<file path="src/rtl/if_stage_if.sv">
// if_stage_if -- bus bundle between the instruction-fetch stage, the PC
// register, the instruction memory and decode.
// Optional feature macro: IF_ALIGN_CHECK_EN (adds the misalign strobe).
//
// Handshake rules:
//   - Decode side: the head entry transfers on a rising clk edge where
//     instr_valid and id_ready are both high. instr_valid never depends on
//     id_ready. flush overrides everything and empties the queue.
//   - Memory side: imem_req is a one-cycle strobe that qualifies imem_addr.
//     Exactly one response (imem_rvalid with imem_rdata) follows each strobe,
//     no earlier than the cycle after the strobe. At most one request is
//     outstanding.
//   - PC side: pc_adv is a one-cycle pulse. The PC register loads its next
//     value on the edge that samples it.

interface if_stage_if;
  logic [31:0] pc_in;
  logic        pc_adv;
  logic        imem_req;
  logic [31:0] imem_addr;
  logic        imem_rvalid;
  logic [31:0] imem_rdata;
  logic        instr_valid;
  logic [31:0] instr;
  logic [31:0] instr_pc;
  logic        id_ready;
  logic        flush;
`ifdef IF_ALIGN_CHECK_EN
  logic        misalign;
`endif

`ifdef IF_ALIGN_CHECK_EN
  // Fetch-stage view.
  modport master (
    input  pc_in, imem_rvalid, imem_rdata, id_ready, flush,
    output pc_adv, imem_req, imem_addr, instr_valid, instr, instr_pc,
           misalign
  );

  // Environment view: PC register, instruction memory and decode.
  modport slave (
    output pc_in, imem_rvalid, imem_rdata, id_ready, flush,
    input  pc_adv, imem_req, imem_addr, instr_valid, instr, instr_pc,
           misalign
  );
`else
  // Fetch-stage view.
  modport master (
    input  pc_in, imem_rvalid, imem_rdata, id_ready, flush,
    output pc_adv, imem_req, imem_addr, instr_valid, instr, instr_pc
  );

  // Environment view: PC register, instruction memory and decode.
  modport slave (
    output pc_in, imem_rvalid, imem_rdata, id_ready, flush,
    input  pc_adv, imem_req, imem_addr, instr_valid, instr, instr_pc
  );
`endif
endinterface

</file>
<file path="src/rtl/if_stage.sv">
// if_stage -- instruction-fetch stage.
//
// Issues one instruction-memory request at a time. The request address is
// the current PC. Each response goes into a 2-entry {pc, instr} queue that
// feeds decode. A request issues only while the queue has a free slot, so
// the response always has room to land.
//
// Optional feature macro: IF_ALIGN_CHECK_EN. When defined, a fetch from a
// PC whose low two bits are not zero is refused. The misalign output pulses
// instead of issuing the request. When the macro is undefined, pc_in is
// used unmodified.
//
// fsm_state exposes the FSM state for observation:
//   0 = IDLE, 1 = WAIT, 2 = DROP.

module if_stage (
  input  logic        clk,
  input  logic        reset,
  if_stage_if.master  bus,
  output logic [1:0]  fsm_state
);

  // IDLE: free to issue.
  // WAIT: a request is outstanding and its response is wanted.
  // DROP: a request is outstanding but a flush made its response stale.
  typedef enum logic [1:0] {
    IDLE = 2'd0,
    WAIT = 2'd1,
    DROP = 2'd2
  } state_t;

  state_t      state;

  // Registered request-side outputs.
  logic        imem_req_q;
  logic        pc_adv_q;
  logic [31:0] imem_addr_q;

  // PC of the outstanding request. It tags the response when it arrives.
  logic [31:0] req_pc;

`ifdef IF_ALIGN_CHECK_EN
  logic        misalign_q;
  logic        misalign_hit;
`endif

  // Two-entry queue storage. The pointers are one bit wide because the
  // queue has exactly two slots. count tells full apart from empty.
  logic [31:0] q_pc    [2];
  logic [31:0] q_instr [2];
  logic        wr_ptr;
  logic        rd_ptr;
  logic [1:0]  count;

  logic        q_empty;
  logic        q_full;
  logic        pop;
  logic        push;
  logic        fetch_try;
  logic        issue;

  assign q_empty = (count == 2'd0);
  assign q_full  = (count == 2'd2);

  // A pop with the queue empty never happens, because pop is qualified by
  // occupancy.
  assign pop = !q_empty && bus.id_ready;

  // A response is kept only in WAIT and only when no flush makes it stale.
  // When the queue is full it can land only if the head leaves in the
  // same cycle.
  assign push = (state == WAIT) && bus.imem_rvalid && !bus.flush &&
                (!q_full || pop);

  // An issue is considered only with a slot free for the response. The
  // test uses the current occupancy, not the occupancy after this cycle's
  // pop.
  assign fetch_try = (state == IDLE) && !bus.flush && !q_full;

`ifdef IF_ALIGN_CHECK_EN
  assign misalign_hit = fetch_try && (bus.pc_in[1:0] != 2'b00);
  assign issue        = fetch_try && !misalign_hit;
`else
  assign issue        = fetch_try;
`endif

  // Fetch sequencing, request strobe, PC-advance pulse and address register.
  always_ff @(posedge clk) begin
    if (reset) begin
      state       <= IDLE;
      imem_req_q  <= 1'b0;
      pc_adv_q    <= 1'b0;
      imem_addr_q <= 32'd0;
      req_pc      <= 32'd0;
`ifdef IF_ALIGN_CHECK_EN
      misalign_q  <= 1'b0;
`endif
    end else begin
      // imem_req and pc_adv are single-cycle pulses by default.
      imem_req_q <= 1'b0;
      pc_adv_q   <= 1'b0;
`ifdef IF_ALIGN_CHECK_EN
      misalign_q <= misalign_hit;
`endif
      case (state)
        IDLE: begin
          // imem_rvalid is ignored here. A late response to a request that
          // was abandoned by reset must not be queued.
          if (issue) begin
            imem_req_q  <= 1'b1;
            pc_adv_q    <= 1'b1;
            imem_addr_q <= bus.pc_in;
            req_pc      <= bus.pc_in;
            state       <= WAIT;
          end
        end
        WAIT: begin
          // The response ends the request whether or not it is kept. With
          // no response yet, a flush means the response will be stale.
          if (bus.imem_rvalid) begin
            state <= IDLE;
          end else if (bus.flush) begin
            state <= DROP;
          end
        end
        DROP: begin
          if (bus.imem_rvalid) begin
            state <= IDLE;
          end
        end
        default: begin
          state <= IDLE;
        end
      endcase
    end
  end

  // Queue update: flush empties it, otherwise push and pop act together.
  always_ff @(posedge clk) begin
    if (reset) begin
      wr_ptr     <= 1'b0;
      rd_ptr     <= 1'b0;
      count      <= 2'd0;
      q_pc[0]    <= 32'd0;
      q_pc[1]    <= 32'd0;
      q_instr[0] <= 32'd0;
      q_instr[1] <= 32'd0;
    end else if (bus.flush) begin
      wr_ptr <= 1'b0;
      rd_ptr <= 1'b0;
      count  <= 2'd0;
    end else begin
      // When the queue is full, wr_ptr equals rd_ptr. A push then reuses
      // the head slot that the pop is releasing on this same edge.
      if (push) begin
        q_pc[wr_ptr]    <= req_pc;
        q_instr[wr_ptr] <= bus.imem_rdata;
        wr_ptr          <= ~wr_ptr;
      end
      if (pop) begin
        rd_ptr <= ~rd_ptr;
      end
      case ({push, pop})
        2'b10:   count <= count + 2'd1;
        2'b01:   count <= count - 2'd1;
        default: count <= count;
      endcase
    end
  end

  assign bus.imem_req    = imem_req_q;
  assign bus.pc_adv      = pc_adv_q;
  assign bus.imem_addr   = imem_addr_q;
  assign bus.instr_valid = !q_empty;
  assign bus.instr       = q_instr[rd_ptr];
  assign bus.instr_pc    = q_pc[rd_ptr];
`ifdef IF_ALIGN_CHECK_EN
  assign bus.misalign    = misalign_q;
`endif

  assign fsm_state = state;

endmodule

</file>
<file path="src/flat_wrapper.sv">
// flat-port wrapper written by rule: the top's interface ports become plain ports
module if_stage_flat 
  (clk, reset, fsm_state, bus_pc_in, bus_imem_rvalid, bus_imem_rdata, bus_id_ready, bus_flush, bus_pc_adv, bus_imem_req, bus_imem_addr, bus_instr_valid, bus_instr, bus_instr_pc);
  if_stage_if bus_i ();
  input  logic clk;
  input  logic reset;
  output logic [1:0] fsm_state;
  input wire logic [$bits(bus_i.pc_in)-1:0] bus_pc_in;
  input wire logic [$bits(bus_i.imem_rvalid)-1:0] bus_imem_rvalid;
  input wire logic [$bits(bus_i.imem_rdata)-1:0] bus_imem_rdata;
  input wire logic [$bits(bus_i.id_ready)-1:0] bus_id_ready;
  input wire logic [$bits(bus_i.flush)-1:0] bus_flush;
  output wire logic [$bits(bus_i.pc_adv)-1:0] bus_pc_adv;
  output wire logic [$bits(bus_i.imem_req)-1:0] bus_imem_req;
  output wire logic [$bits(bus_i.imem_addr)-1:0] bus_imem_addr;
  output wire logic [$bits(bus_i.instr_valid)-1:0] bus_instr_valid;
  output wire logic [$bits(bus_i.instr)-1:0] bus_instr;
  output wire logic [$bits(bus_i.instr_pc)-1:0] bus_instr_pc;
  assign bus_i.pc_in = bus_pc_in;
  assign bus_i.imem_rvalid = bus_imem_rvalid;
  assign bus_i.imem_rdata = bus_imem_rdata;
  assign bus_i.id_ready = bus_id_ready;
  assign bus_i.flush = bus_flush;
  assign bus_pc_adv = bus_i.pc_adv;
  assign bus_imem_req = bus_i.imem_req;
  assign bus_imem_addr = bus_i.imem_addr;
  assign bus_instr_valid = bus_i.instr_valid;
  assign bus_instr = bus_i.instr;
  assign bus_instr_pc = bus_i.instr_pc;
  if_stage u_core (.clk(clk), .reset(reset), .bus(bus_i), .fsm_state(fsm_state));
endmodule
</file>
<file path="config.mk">
export PLATFORM = sky130hd
export DESIGN_NAME = if_stage_flat
export DESIGN_NICKNAME = d
export VERILOG_FILES = /design/src/rtl/if_stage_if.sv /design/src/rtl/if_stage.sv /design/src/flat_wrapper.sv
export SDC_FILE = /design/constraint.sdc
export NUM_CORES = 1
export LEC_CHECK = 0
export ABC_AREA = 1
export CORE_MARGIN = 4
export CORE_UTILIZATION = 40
export DETAILED_ROUTE_END_ITERATION = 8
export PLACE_DENSITY = 0.71
export SYNTH_ARGS = -nofsm -noshare
export SYNTH_HDL_FRONTEND = slang
export SYNTH_SLANG_ARGS = --single-unit
</file>
<file path="constraint.sdc">
create_clock -name clk -period 3.35 [get_ports clk]
set_input_delay 0.335 -clock clk [delete_from_list [all_inputs] [get_ports clk]]
set_output_delay 0.335 -clock clk [all_outputs]
set_load 0.01 [all_outputs]
</file>
==> impl_metrics.yaml, run 1 <==
layout:
  final_area_sq_um: 9530
  seqCellArea_sq_um: 4650
  syn_to_final_growth_pct: 35.8
  fin_nets: 870
  drive_gt1_share_pct: 14.5
  multi_input_area_sq_um: 1840
  antennaDiodeCount: 0
  n_fill_cell: 1490
worst_setup_path:
  cp-end-kind: "output pin"
  start_kind: "flip-flop"
  crit_fanout: 41
  crit_required_ns: 3.01
  critPathKind: "reg -> out"
  crit_arrival_ns: 2.33
power:
  power_density_nw_per_um2: 501
  p_leak_uw: 0.00399
  peakVddDrop_v: 0.000318
timing:
  drv_slew: 0
  tightest_slew_ns: 0.566
  finalCriticalPeriod_ns: 2.66
  rsz0062_at_grt: "no"
  hold_viol: 0
  tns_ns: 0
  period_share_pct: 79.4
  fmax_mhz: 376
  timing.slew.headroom_pct: 62.3
  setup_viol: 0
  skew_ns: 0.0104
synth:
  seq_area_frac_synth_pct: 66.2
  synthCells: 628
  ys_warn_count: 0
  synthFlopType: "edfxtp_1"
  avgSynthCellArea_sq_um: 11.2
  synth_cell_types: 21
  synthAdderAreaFrac_pct: 0.178
  synth_top_area_cell: "edfxtp_1"
  synth_most_common_cell: "nor2_1"
  synth_commonest_cells: "nor2_1, edfxtp_1, inv_1, nand2_1, mux2_2"
  synthXorXnorAreaFrac_pct: 0
  synth-compound-area-share_pct: 2.80
  synthSimpleGateAreaFrac_pct: 12.7
  yosys-mux-area-fraction_pct: 10.3
  synth-async-reset-ratio_pct: 0
  yosys_register_bits: 168
  synth_top_family_by_area: "simple AND/OR/NAND/NOR gates"
  syn_nets: 698
  synth.area.top_cells: "edfxtp_1, dfxtp_1, mux2_2, nor2_1, inv_1"
  synth_edf_count: 128
  synth_top_area_share_pct: 54.8
  syn-cell-area_sq_um: 7010
floorplanning:
  ios: 170
  start_util_pct: 40.7
  dieArea_sq_um: 19700
  placeableCoreArea_sq_um: 17200
  die_w_microns: 140
  die_h_microns: 140
  num_rows: 48
place:
  dpl-instance-area_sq_um: 8960
  place_hpwl_mm: 10.4
  gp_congestion: 0.754
  io_buffers: 169
grt:
  antenna_found_initial: 0
  grt_usage_pct: 16.1
  overflow: 0
  grt_pass1_wl_mm: 25.0
  grt_pass1_vias: 4977
  grt_max_degree: 46
outcome:
  status: "completed"
clock_network:
  cts-hold-fix-buffers: 0
  ctsResizeCount: 0
  cts_tree: "yes"
  clock-sinks: 168
  clk_latency_ns: 0.42
  cts_max_path_buffers: 2
  numCtsBuffers: 17
  cts_setup_buffers: 0
  htree_levels: 4
  clk_pin_slew_ns: 0.07
  root_buffer: "clkbuf_16"
routing:
  drt_iter0_markers: 262
  wl_mm: 15.6
  firstDrtPassIters: 4
  drc_errors: 0
  final_antenna_net_count: 0
  vias: 4793
  vias_per_cell: 4.62
  drt-wirelength-per-cell_microns: 15.0
flow_run:
  maxCapViolations: 0
worst_hold_path:
  hp-class: "in -> reg"
## layer usage
layer,up-vias,wire [microns],global-route usage [%]
li1,2380,-,-
met1,2254,6510,19.5
met2,139,7730,27.6
met3,20,1070,4.47
met4,0,265,5.61
met5,-,0,0
## worst paths after layout
check,startpoint,to,slack [ns],cells after the start
hold reg to reg,u_core.rd_ptr,u_core.rd_ptr,0.52,2
setup reg to reg,u_core.fsm_state[0],u_core.q_instr[0][28],1.13,5
setup / recovery,flip-flop,bus_instr_pc[11],0.69,3
hold / removal,bus_pc_in[1],u_core.bus.imem_addr[1],0.51,3
## where the power goes
part | internal (uW) | leakage, uW | switching (uW)
combinational | 279 | 0.00205 | 250
clock | 1080 | 0.000284 | 779
sequential | 2340 | 0.00165 | 40.6
## cells in the final DEF (no fill, tap or decap), types with 3 or more instances in the layout
master | Yosys | layout
dfxtp_1 | 40 | 39
nand3_1 | 4 | 4
clkbuf_8 | 0 | 3
clkdlybuf4s50_1 | 0 | 169
buf_4 | 1 | 11
o21ai_0 | 34 | 34
inv_1 | 100 | 100
clkinv_2 | 0 | 4
a21oi_1 | 4 | 4
nor2_1 | 135 | 135
nand4_1 | 3 | 3
nand2_1 | 78 | 76
mux2_2 | 64 | 64
inv_4 | 0 | 3
clkbuf_16 | 0 | 17
edfxtp_1 | 128 | 128
## registers in the layout (all words and copies together) (netlist names), named ones only
register	flops
u_core.fsm_state	2
u_core.q_pc	64
u_core.bus.imem_req	1
u_core.wr_ptr	1
u_core.q_instr	64
u_core.bus.imem_addr	32
u_core.count	2
u_core.rd_ptr	1
## stage by stage
| stage | setup slack (ns) | hold slack [ns] | instances | util (%) | total power [uW] |
|---|---|---|---|---|---|
| after global routing | 0.537 | 0.502 | 1038 | 55.3 | 4950 |
| after detailed placement | 0.662 | 0.496 | 1006 | 52.0 | 2960 |
| final | 0.689 | 0.510 | 1038 | 55.3 | 4770 |
| after global placement | 0.745 | 0.482 | 1006 | 52.0 | 2960 |
| after CTS | 0.608 | 0.490 | 1038 | 55.3 | 4820 |
| after floorplan | 0.462 | 0.467 | 628 | - | 2650 |
## critical path, stage by stage, from the launching register on
cell             delay, ns
dfxtp_4               0.71
buf_4                 0.33
mux2_2                0.38
clkdlybuf4s50_1       0.48
## logic make-up (layout without fill, tap and decap cells)
family	Yosys count	count (layout)
compound gates	39	39
fa+ha+maj	1	1
buf+inv	131	316
flops	168	168
mux	64	64
simple gates	225	225
## area by class of cell
cell class / instances / share of cell area [%]
clock buffers: 20 / 4.90
inverters: 102 / 4.02
repair buffers: 182 / 19.0
well taps: 225 / 2.96
clock inverters: 12 / 1.02
flip-flops and latches: 168 / 48.8
multi-input cells: 329 / 19.3
No activity file was read; power rests on OpenSTA's default activity.
==> inputs of run 2 (changes only) <==
clock period = 2.6 ns   (was 3.35 ns; I/O delays follow)
==> run 2 against run 1 <==
Via count down 1.5%. Global-route usage about the same. Clock power up 27%. Combinational power rose by 30%. Sequential cell count stayed put. Wire length down 0.69%. Non-clock buffer count up 2. Die area did not move. Design area is 0.56% higher. Clock skew decreased by 0.0021 ns. Hold slack got worse by 0.075 ns. Power is 29% higher. Critical path type unchanged. Highest routed layer unchanged.
==> impl_metrics.yaml, run 2 (synthesis results as in run 1) <==
floorplanning:
  num_rows: 48
  die_h_microns: 140
  die_w_microns: 140
  placeableCoreArea_sq_um: 17200
  dieArea_sq_um: 19700
  start_util_pct: 40.7
  ios: 170
worst_setup_path:
  start_kind: "flip-flop"
  critPathKind: "reg -> out"
  r2r-end: "u_core.q_instr[1][14]"
  crit_arrival_ns: 2.12
  crit_fanout: 21
  ff2ff_path_depth: 5
  rrSetupSlack_ns: 0.83
  r2r_start: "u_core.fsm_state[0]"
  cp-end-kind: "output pin"
  crit_required_ns: 2.34
power:
  peakVddDrop_v: 0.000432
  p_leak_uw: 0.00401
  power_density_nw_per_um2: 640
worst_hold_path:
  hp-class: "in -> reg"
  hold_path.startpoint: "bus_pc_in[2]"
  hold_depth: 3
  holdPathEnd: "u_core.bus.imem_addr[2]"
timing:
  tightest_slew_ns: 0.544
  drv_slew: 0
  timing.slew.headroom_pct: 63.7
  skew_ns: 0.00828
  tns_ns: 0
  worst_slack_ns: 0.217
  setup_viol: 0
  rsz0062_at_grt: "no"
  fmax_mhz: 420
  hold_viol: 0
  finalCriticalPeriod_ns: 2.38
  period_share_pct: 91.7
grt:
  grt_pass1_vias: 4866
  antenna_found_initial: 0
  grt_usage_pct: 16.1
  grt_pass1_wl_mm: 24.8
  grt_max_degree: 48
  overflow: 0
clock_network:
  cts_max_path_buffers: 2
  cts_setup_buffers: 0
  cts_tree: "yes"
  ctsResizeCount: 0
  clk_pin_slew_ns: 0.07
  cts-hold-fix-buffers: 0
  htree_levels: 4
  clk_latency_ns: 0.42
  numCtsBuffers: 17
  clock-sinks: 168
  root_buffer: "clkbuf_16"
layout:
  fin_nets: 872
  syn_to_final_growth_pct: 36.6
  final_cell_mix: "clkdlybuf4s50_1, nor2_1, edfxtp_1"
  final_common_cell: "clkdlybuf4s50_1"
  n_fill_cell: 1522
  drive_gt1_share_pct: 14.7
  antennaDiodeCount: 0
routing:
  drc_errors: 0
  final_antenna_net_count: 0
  wl_mm: 15.5
  vias_per_cell: 4.54
  drt_iter0_markers: 336
  vias: 4719
  drt-wirelength-per-cell_microns: 14.9
  firstDrtPassIters: 4
place:
  dp_slack_ns: 0.480
  gp_congestion: 0.766
  io_buffers: 169
  place_hpwl_mm: 10.5
outcome:
  status: "completed"
flow_run:
  maxCapViolations: 0
## run 2: critical path, stage by stage (launching register included)
cell and delay [ns]:
dfxtp_4 0.55, buf_4 0.28, mux2_2 0.36, clkdlybuf4s50_1 0.51
## run 2: how the worst max path moves through the flow
| stage | startpoint | endpoint | slack [ns] | cells past startpoint |
|---|---|---|---|---|
| floorplan | u_core.fsm_state[0] | u_core.q_instr[0][0] | 0.34 | 5 |
| global placement | bus_flush | u_core.q_instr[1][13] | 0.51 | 7 |
| detailed placement | bus_flush | u_core.q_instr[1][16] | 0.48 | 7 |
| CTS | flip-flop | bus_instr_pc[23] | 0.17 | 3 |
| global route | flip-flop | bus_instr_pc[23] | 0.14 | 3 |
| finish | flip-flop | bus_instr_pc[23] | 0.22 | 3 |
## run 2: area by class of cell
class	instances	area, sq um	area share (%)
multi-input combinational	329	1840	19.2
clock buffer	18	429	4.48
sequential	168	4650	48.5
inverter	102	383	4.00
timing repair buffer	184	1880	19.6
clock inverter	14	124	1.29
tap	225	282	2.94
## run 2: where the power goes
part | internal [uW] | total (uW) | switching [uW]
clock network | 1330 | 2370 | 1040
logic | 367 | 689 | 321
registers | 3020 | 3070 | 52.6
total | 4720 | 6130 | 1420
## run 2: per-stage QoR
step	hold WS, ns	total power [uW]	std cells	cell area (sq um)	utilization [%]
6_report	0.434	6130	1040	9580	55.6
5_1_grt	0.420	6390	1040	9580	55.6
4_1_cts	0.414	6200	1040	9580	55.6
3_5_place_dp	0.498	3830	1008	9030	52.4
3_3_place_gp	0.483	3820	1008	9030	52.4
2_1_floorplan	0.392	3410	628	7020	-
## run 2: per-layer routing
metal	share of wire, %	track usage (%)	up-vias
li1	-	-	2387
met1	42	19.5	2190
met2	51	27.6	131
met3	6.3	5.36	11
met4	0.88	4.39	0
met5	0	0	-
